--- config.mk ---
export PLATFORM = sky130hd
export DESIGN_NAME = multi_channel_fifo
export DESIGN_NICKNAME = d
export VERILOG_FILES = /design/src/rtl/multi_channel_fifo.sv
export SDC_FILE = /design/constraint.sdc
export NUM_CORES = 2
export LEC_CHECK = 0
export CAP_MARGIN = 20
export CORE_ASPECT_RATIO = 1.5
export CORE_MARGIN = 2
export CORE_UTILIZATION = 60
export CTS_BUF_LIST = sky130_fd_sc_hd__clkbuf_4
export CTS_CLUSTER_DIAMETER = 40
export DETAILED_ROUTE_END_ITERATION = 12
export DONT_BUFFER_PORTS = 1
export PLACE_DENSITY = 0.8
export SYNTH_ARGS = -nofsm -noshare
export SYNTH_HDL_FRONTEND = slang
export SYNTH_SLANG_ARGS = --single-unit
--- constraint.sdc ---
create_clock -name clk -period 13.5 [get_ports clk]
set_input_delay 3.375 -clock clk [delete_from_list [all_inputs] [get_ports clk]]
set_output_delay 3.375 -clock clk [all_outputs]
set_load 0.02 [all_outputs]
--- src/rtl/multi_channel_fifo.sv ---
// multi_channel_fifo: multi-lane push / multi-lane pop FIFO over a small
// distributed-RAM array. Up to IN_WIDTH entries enter and up to OUT_WIDTH
// entries leave per cycle, each side accepting an in-order prefix of lanes.
// A count register tracks occupancy so every one of the DEPTH slots is usable.
//
// Build option: define MULTI_CHANNEL_FIFO_BYPASS_EN to let accepted pushes
// appear on idle pop lanes in the same cycle. Without it, pushed data reaches
// the pop side one cycle after the accepting edge.
module multi_channel_fifo #(
  parameter int DATA_WIDTH = 128,
  parameter int DEPTH      = 8,
  parameter int IN_WIDTH   = 2,
  parameter int OUT_WIDTH  = 2
) (
  input  logic                                  clk,
  input  logic                                  rst,
  input  logic                                  flush,
  input  logic [IN_WIDTH-1:0]                   push_valid,
  input  logic [IN_WIDTH-1:0][DATA_WIDTH-1:0]   push_data,
  output logic [IN_WIDTH-1:0]                   push_ready,
  output logic [OUT_WIDTH-1:0]                  pop_valid,
  output logic [OUT_WIDTH-1:0][DATA_WIDTH-1:0]  pop_data,
  input  logic [OUT_WIDTH-1:0]                  pop_ready,
  output logic [$clog2(DEPTH):0]                count,
  output logic                                  full,
  output logic                                  empty
);

  localparam int PW = $clog2(DEPTH);
  localparam int CW = PW + 1;
  localparam logic [CW-1:0] CNT_ZERO  = {CW{1'b0}};
  localparam logic [CW-1:0] CNT_ONE   = {{(CW-1){1'b0}}, 1'b1};
  localparam logic [CW-1:0] CNT_DEPTH = CW'(DEPTH);

  // Storage and state. The RAM is deliberately left unreset.
  logic [DATA_WIDTH-1:0] ram_r [DEPTH];
  logic [PW-1:0]         write_ptr_r;
  logic [PW-1:0]         read_ptr_r;
  logic [CW-1:0]         count_r;

  // Push-side decode
  logic [CW-1:0]         free_s;
  logic [IN_WIDTH-1:0]   push_ready_s;
  logic [IN_WIDTH-1:0]   push_acc_s;
  logic                  push_run_s;
  logic [CW-1:0]         n_push_s;

  // Pop-side decode
  logic [OUT_WIDTH-1:0]                 pop_valid_s;
  logic [OUT_WIDTH-1:0][DATA_WIDTH-1:0] pop_data_s;
  logic                                 pop_run_s;
  logic [CW-1:0]                        n_pop_s;
  logic                                 byp_hit_s;

  // Bookkeeping for the next state
  logic [CW-1:0]         n_byp_s;
  logic [CW-1:0]         wr_adv_s;
  logic [CW-1:0]         rd_adv_s;
  logic [CW-1:0]         count_nxt_s;
  logic [IN_WIDTH-1:0]   wr_en_s;
  logic [PW-1:0]         wr_addr_s [IN_WIDTH];

  // Push readiness comes only from the registered count; acceptance is the
  // in-order prefix of valid&ready lanes, so a gap stops all higher lanes.
  always_comb begin
    free_s     = CNT_DEPTH - count_r;
    push_run_s = 1'b1;
    n_push_s   = CNT_ZERO;
    for (int i = 0; i < IN_WIDTH; i++) begin
      push_ready_s[i] = (int'(free_s) > i);
      push_run_s      = push_run_s & push_valid[i] & push_ready_s[i];
      push_acc_s[i]   = push_run_s;
      n_push_s        = n_push_s + (push_run_s ? CNT_ONE : CNT_ZERO);
    end
  end

  // Pop lanes read the RAM combinationally starting at read_ptr; with bypass
  // enabled, lanes beyond the stored entries pick up accepted push lanes.
  always_comb begin
    byp_hit_s = 1'b0;
    for (int j = 0; j < OUT_WIDTH; j++) begin
      pop_valid_s[j] = (int'(count_r) > j);
      pop_data_s[j]  = ram_r[read_ptr_r + PW'(j)];
`ifdef MULTI_CHANNEL_FIFO_BYPASS_EN
      for (int k = 0; k < IN_WIDTH; k++) begin
        byp_hit_s      = ((int'(count_r) + k) == j) && push_acc_s[k];
        pop_valid_s[j] = pop_valid_s[j] | byp_hit_s;
        pop_data_s[j]  = byp_hit_s ? push_data[k] : pop_data_s[j];
      end
`endif
    end
  end

  // Pop acceptance is the in-order prefix of valid&ready pop lanes.
  always_comb begin
    pop_run_s = 1'b1;
    n_pop_s   = CNT_ZERO;
    for (int j = 0; j < OUT_WIDTH; j++) begin
      pop_run_s = pop_run_s & pop_valid_s[j] & pop_ready[j];
      n_pop_s   = n_pop_s + (pop_run_s ? CNT_ONE : CNT_ZERO);
    end
  end

  // Entries popped beyond the stored ones were bypassed and are never
  // written; surviving push lanes are packed down onto write_ptr.
  always_comb begin
`ifdef MULTI_CHANNEL_FIFO_BYPASS_EN
    if (n_pop_s > count_r) begin
      n_byp_s = n_pop_s - count_r;
    end else begin
      n_byp_s = CNT_ZERO;
    end
`else
    n_byp_s = CNT_ZERO;
`endif
    wr_adv_s    = n_push_s - n_byp_s;
    rd_adv_s    = n_pop_s - n_byp_s;
    count_nxt_s = count_r + n_push_s - n_pop_s;
    for (int k = 0; k < IN_WIDTH; k++) begin
      wr_en_s[k]   = push_acc_s[k] & (CW'(k) >= n_byp_s) & ~rst & ~flush;
      wr_addr_s[k] = write_ptr_r + PW'(k) - n_byp_s[PW-1:0];
    end
  end

  // RAM write port: one write per surviving accepted push lane.
  always_ff @(posedge clk) begin
    for (int k = 0; k < IN_WIDTH; k++) begin
      if (wr_en_s[k]) begin
        ram_r[wr_addr_s[k]] <= push_data[k];
      end
    end
  end

  // Pointer and occupancy update; reset and flush win over any traffic.
  always_ff @(posedge clk) begin
    if (rst || flush) begin
      write_ptr_r <= {PW{1'b0}};
      read_ptr_r  <= {PW{1'b0}};
      count_r     <= CNT_ZERO;
    end else begin
      write_ptr_r <= write_ptr_r + wr_adv_s[PW-1:0];
      read_ptr_r  <= read_ptr_r + rd_adv_s[PW-1:0];
      count_r     <= count_nxt_s;
    end
  end

  assign push_ready = push_ready_s;
  assign pop_valid  = pop_valid_s;
  assign pop_data   = pop_data_s;
  assign count      = count_r;
  assign full       = (count_r == CNT_DEPTH);
  assign empty      = (count_r == CNT_ZERO);

endmodule

* Yosys cells after proc, flatten, opt, wreduce, memory -nomap -nowiden
Memories as Yosys holds them, arrays and structs flattened. A register that Yosys moved wholly into a read port is not among the register bits. Index checks and enable logic that the tools add are counted.
Storage, ports and cells: bits in registers 10, bits in writable memories 1024, input port bits 263, output and inout bits 266, memories 1
Memories:
- ram_r | words 8, width 128, read ports 2, clocked after Yosys merged registers in 1, write ports 2, RTL line 36 | logic [DATA_WIDTH-1:0] ram_r [DEPTH];
Cells by class: add/subtract/negate cells 9, $lt $le $gt $ge 4, eq/ne operators 1, muxes and demuxes 9, bitwise gates (word level) 12, reductions and logical operators 2
Operators by type and width (number):
- 4-bit by 1-bit > comparator with 1-bit output, second input constant | 4
- 1-bit bitwise AND | 10
- 1-bit 2-to-1 mux | 8
- 3-bit by 1-bit adder with 3-bit output, second input constant | 2
- 3-bit by 2-bit adder with 3-bit output | 2
- 1-bit by 1-bit adder with 2-bit output | 2
- 4-bit by 2-bit adder with 4-bit output | 1
- 4-bit equality test, second input constant | 1
- 4-bit zero test | 1
- 4-bit by 2-bit subtractor with 4-bit output | 1
- 4-bit subtractor, first input constant | 1
- 3-bit 2-to-1 mux | 1
- 1-bit NOT | 2
- 1-bit logical OR | 1

* Depth between registers and ports, before layout
depth in word-level cells 9, gate-level depth with buffers 14, gate-level depth less buffers 13

* Worst setup path after synthesis
Ideal clock, no wire load.
path type in2reg, start point input rst, end point memory ram_r[0][0], enable pin, library setup time 0.803 ns, arrival time 13.562 ns, required time 12.697 ns, setup slack -0.865 ns, stages on the path 4, cell sequence or2_2 -> clkbuf_1 -> or3_1 -> o31ai_1
RTL lines:
- start: declaration | RTL line 16 | input logic rst,
- end: declaration | RTL line 36

==> qor.log <==
qor: grt.grt.overflow.total 0
qor: setup_path.crit_path_start_kind flip-flop
qor: clocking.cts.root.buffer_cell sky130_fd_sc_hd__clkbuf_4
qor: synthesis.synthArstFlopShare 0%
qor: synthesis.synth.yosys.seq_area_share 50.3%
qor: clocking.cts_made_buffers 239
qor: setup_path.critPathTopFamily buffers and inverters
qor: drt.drc_viols 0
qor: synthesis.synth_fp_nets 3455
qor: sta.final_setup_violation_count 0
qor: synthesis.synth_commonest_cells sky130_fd_sc_hd__edfxtp_1, sky130_fd_sc_hd__mux4_2, sky130_fd_sc_hd__mux2_2
qor: setup_path.cp.required 10120 ps
qor: clocking.post-cts-setup-buffers 0
qor: synthesis.synth-warning-count 0
qor: die.die_height 396 um
qor: synthesis.post_synth_main_area_contributors sky130_fd_sc_hd__edfxtp_1, sky130_fd_sc_hd__mux4_2, sky130_fd_sc_hd__mux2_4, sky130_fd_sc_hd__mux2_2, sky130_fd_sc_hd__mux2_1
qor: grt.vias_in_the_first_global_route 36300
qor: die.ios 529
qor: grt.grt_antenna_before_repair 2
qor: setup_path.crit_fanout 151
qor: clocking.count_of_h_tree_levels_built_during_cts 4
qor: sta.timing.final.crit_share 67.8%
qor: setup_path.critPathSlowestCell sky130_fd_sc_hd__dfxtp_4
qor: die.dieArea 105000 um2
qor: placed_design.detailedPlace.worstSlack 5460 ps
qor: placed_design.placed_area 61800 um2
qor: sta.fin_setup_tns 0 ps
qor: grt.global_route_usage_over_all_layers 30.9%
qor: die.core_region_area 101000 um2
qor: synthesis.yosys.cell_types.count 42
qor: grt.grt_max_degree 152
qor: hold_path.min_from write_ptr_r[2]$_SDFF_PP0_
qor: synthesis.syn-instance-count 3175
qor: setup_path.crit-reg2reg-capture ram_r[1][0]$_DFFE_PP_
qor: setup_path.critical_path_class reg -> out
qor: run.maxCapViolCount 0
qor: setup_path.timing.rr.start count[1]$_SDFF_PP0_
qor: setup_path.critPathBufInv 3
qor: grt.grt_first_pass_wirelength 236000 um
qor: sta.pnr_worst_setup_slack 4340 ps
qor: clocking.postCtsResizedCells 0
qor: power.power.density_cell_area 126 nW/um2
qor: clocking.worst_skew_pair_later_pin_latency 1180 ps
qor: clocking.path_clk_slew 70 ps
qor: synthesis.yosys.cell_count.top_type sky130_fd_sc_hd__edfxtp_1
qor: clocking.tritoncts_num_sinks 1034
qor: setup_path.cell_by_cell_trace_of_the_critical_path buf_4 > buf_12 > buf_4 > mux4_2 > mux2_2
qor: placed_design.final_gp_congestion 0.822
qor: placed_design.hpwlAfterDp 93500 um
qor: drt.vias 33700
qor: die.starting_density_of_the_core 60.7%
qor: clocking.clk_path_buf_depth 3
qor: synthesis.synthesis.area_per_instance 19.4 um2
qor: placed_design.io_buffer_count 0
qor: layout.drive_gt1_share 57.9%
qor: drt.via_per_inst 7.15
qor: synthesis.post-synth-top-area-fraction 50.0%
qor: layout.layout-area-overhead-vs-synth 5.46%
qor: setup_path.critPathMaxStageDelay 890 ps
qor: hold_path.timing.hold.worst_path_depth 2
qor: layout.fillCellCount 6859
qor: hold_path.min_path_type reg -> reg
qor: sta.final_period_minus_worst_setup_slack 9160 ps
qor: layout.final_area 64900 um2
qor: synthesis.synth-main-ff-cell sky130_fd_sc_hd__edfxtp_1
qor: power.power_leakage 0.0215 uW
qor: sta.rsz0062_at_grt false
qor: setup_path.worst_reg_to_reg_cells 7
qor: setup_path.cp_common_cell sky130_fd_sc_hd__buf_4
qor: drt.ant_nets 0
qor: hold_path.worst_hold_path.endpoint write_ptr_r[2]$_SDFF_PP0_
qor: status.outcome finished clean
qor: die.core.rowCount 143
qor: sta.slew_headroom 19.2%
qor: die.horizontal_die_dimension 265 um
qor: synthesis.yosys.area.top_type sky130_fd_sc_hd__edfxtp_1
qor: drt.firstDrtPassIters 5
qor: sta.max_freq 0.109 GHz
qor: setup_path.timing.critical_path.to_type output pin
qor: clocking.holdBufCountCts 0
qor: layout.nets 3500
qor: setup_path.ff2ff_setup_slack 8730 ps
qor: synthesis.post_synth_instance_area 61500 um2
qor: power.post-layout-total-power 8200 uW
qor: synthesis.synth_enable_flop_cells 1024
qor: drt.wl 163000 um
qor: power.ir_drop 0.154 mV
qor: setup_path.worst_ep_arrival_time 5780 ps
qor: sta.timing_worst_slew_pin_value 1210 ps
qor: sta.whs 623 ps
qor: sta.final_count_of_pins_violating_max_slew 0
qor: clocking.tritoncts_clock_tree yes
qor: drt.drt_iter0_markers 2831
qor: sta.hold_viol 0
qor: synthesis.ys_seq_elements 1034
qor: drt.avgRoutedWirePerCell 34.5 um
qor: sta.worst_clk_skew 99.6 ps
-- cell type report --
class | instances | area (um2) | area share (%)
sequential | 1034 | 31000 | 47.7
multi-input combinational | 1870 | 28600 | 44.1
clock buffer | 337 | 2530 | 3.90
tap | 1305 | 1630 | 2.52
timing repair buffer | 61 | 546 | 0.841
clock inverter | 87 | 526 | 0.810
inverter | 14 | 52.6 | 0.0810
antenna | 5 | 12.5 | 0.0193
-- cell families after synthesis --
logic type,count (synthesis),synth area share [%]
muxes,1792,45.2
DFF,1034,50.3
buffers and inverters,271,3.39
and+or+nand+nor,43,0.508
adders and majority gates,17,0.394
AOI/OAI and AO/OA,11,0.110
xor gates and xnor gates,7,0.0996
-- how the worst max path moves through the flow --
stage,startpoint,cells past startpoint,slack (ps),end
2_1_floorplan,rst,4,-480,ram_r[3][0]$_DFFE_PP_
3_3_place_gp,read_ptr_r[0]$_SDFF_PP0_,5,5580,pop_data[213]
3_5_place_dp,read_ptr_r[0]$_SDFF_PP0_,5,5460,pop_data[164]
4_1_cts,read_ptr_r[0]$_SDFF_PP0_,5,4160,pop_data[164]
5_1_grt,read_ptr_r[0]$_SDFF_PP0_,5,3910,pop_data[73]
6_report,read_ptr_r[0]$_SDFF_PP0_,5,4340,pop_data[42]
-- placed cells by master, fill, tap and decap left out, drive strengths merged --
master    synthesis  final
a21o              2      2
a21oi             2      2
and2              8      8
and3              3      3
and4b             1      1
buf             192     61
bufinv            0      6
clkbuf           65    337
clkinv            0     73
clkinvlp          0      1
dfxtp            10     10
diode             0      5
edfxtp         1024   1024
fa                4      4
ha               13     13
inv              14     21
mux2           1280   1280
mux4            512    512
nand2             3      3
nand2b            2      2
nand3             3      3
nand3b            1      1
nand4             2      2
nand4b            2      2
nor2              7      7
nor3              4      4
o21ai             4      4
o21bai            2      2
o31ai             1      1
or2               2      2
or3               4      4
or4b              1      1
xnor2             4      4
xor2              3      3
-- flip-flops by register name (all words and copies together), names as in the netlist --
| name | count |
|---|---|
| write_ptr_r | 3 |
| count | 4 |
| ram_r | 1024 |
| read_ptr_r | 3 |
-- metrics by stage --
step	utilization [%]	instances
after floorplan	-	3175
after detailed placement	60.9	4284
after global routing	64.0	4713
after CTS	64.0	4708
final	64.0	4713
after global placement	60.9	4284
-- power by group --
| part | switching (uW) | internal, uW |
|---|---|---|
| sequential | 60.1 | 3610 |
| clock | 1270 | 1260 |
| combinational | 1020 | 979 |
-- metal layers --
metal  vias to the layer above  track usage (%)  routed length, um
met3                       359             11.0              17800
li1                      13600                -                  -
met5                         -                0                  0
met4                         0             12.9               6030
met1                     17800             34.6              55000
met2                      1901             53.3              83800
-- worst register-to-register path, delay by kind of cell (launching register included) --
family	cells	cell delay [ps]
simple gates	3	1000
compound gates	1	600
flops	1	560
buf+inv	3	2120
(Power assumes the default switching activity.)
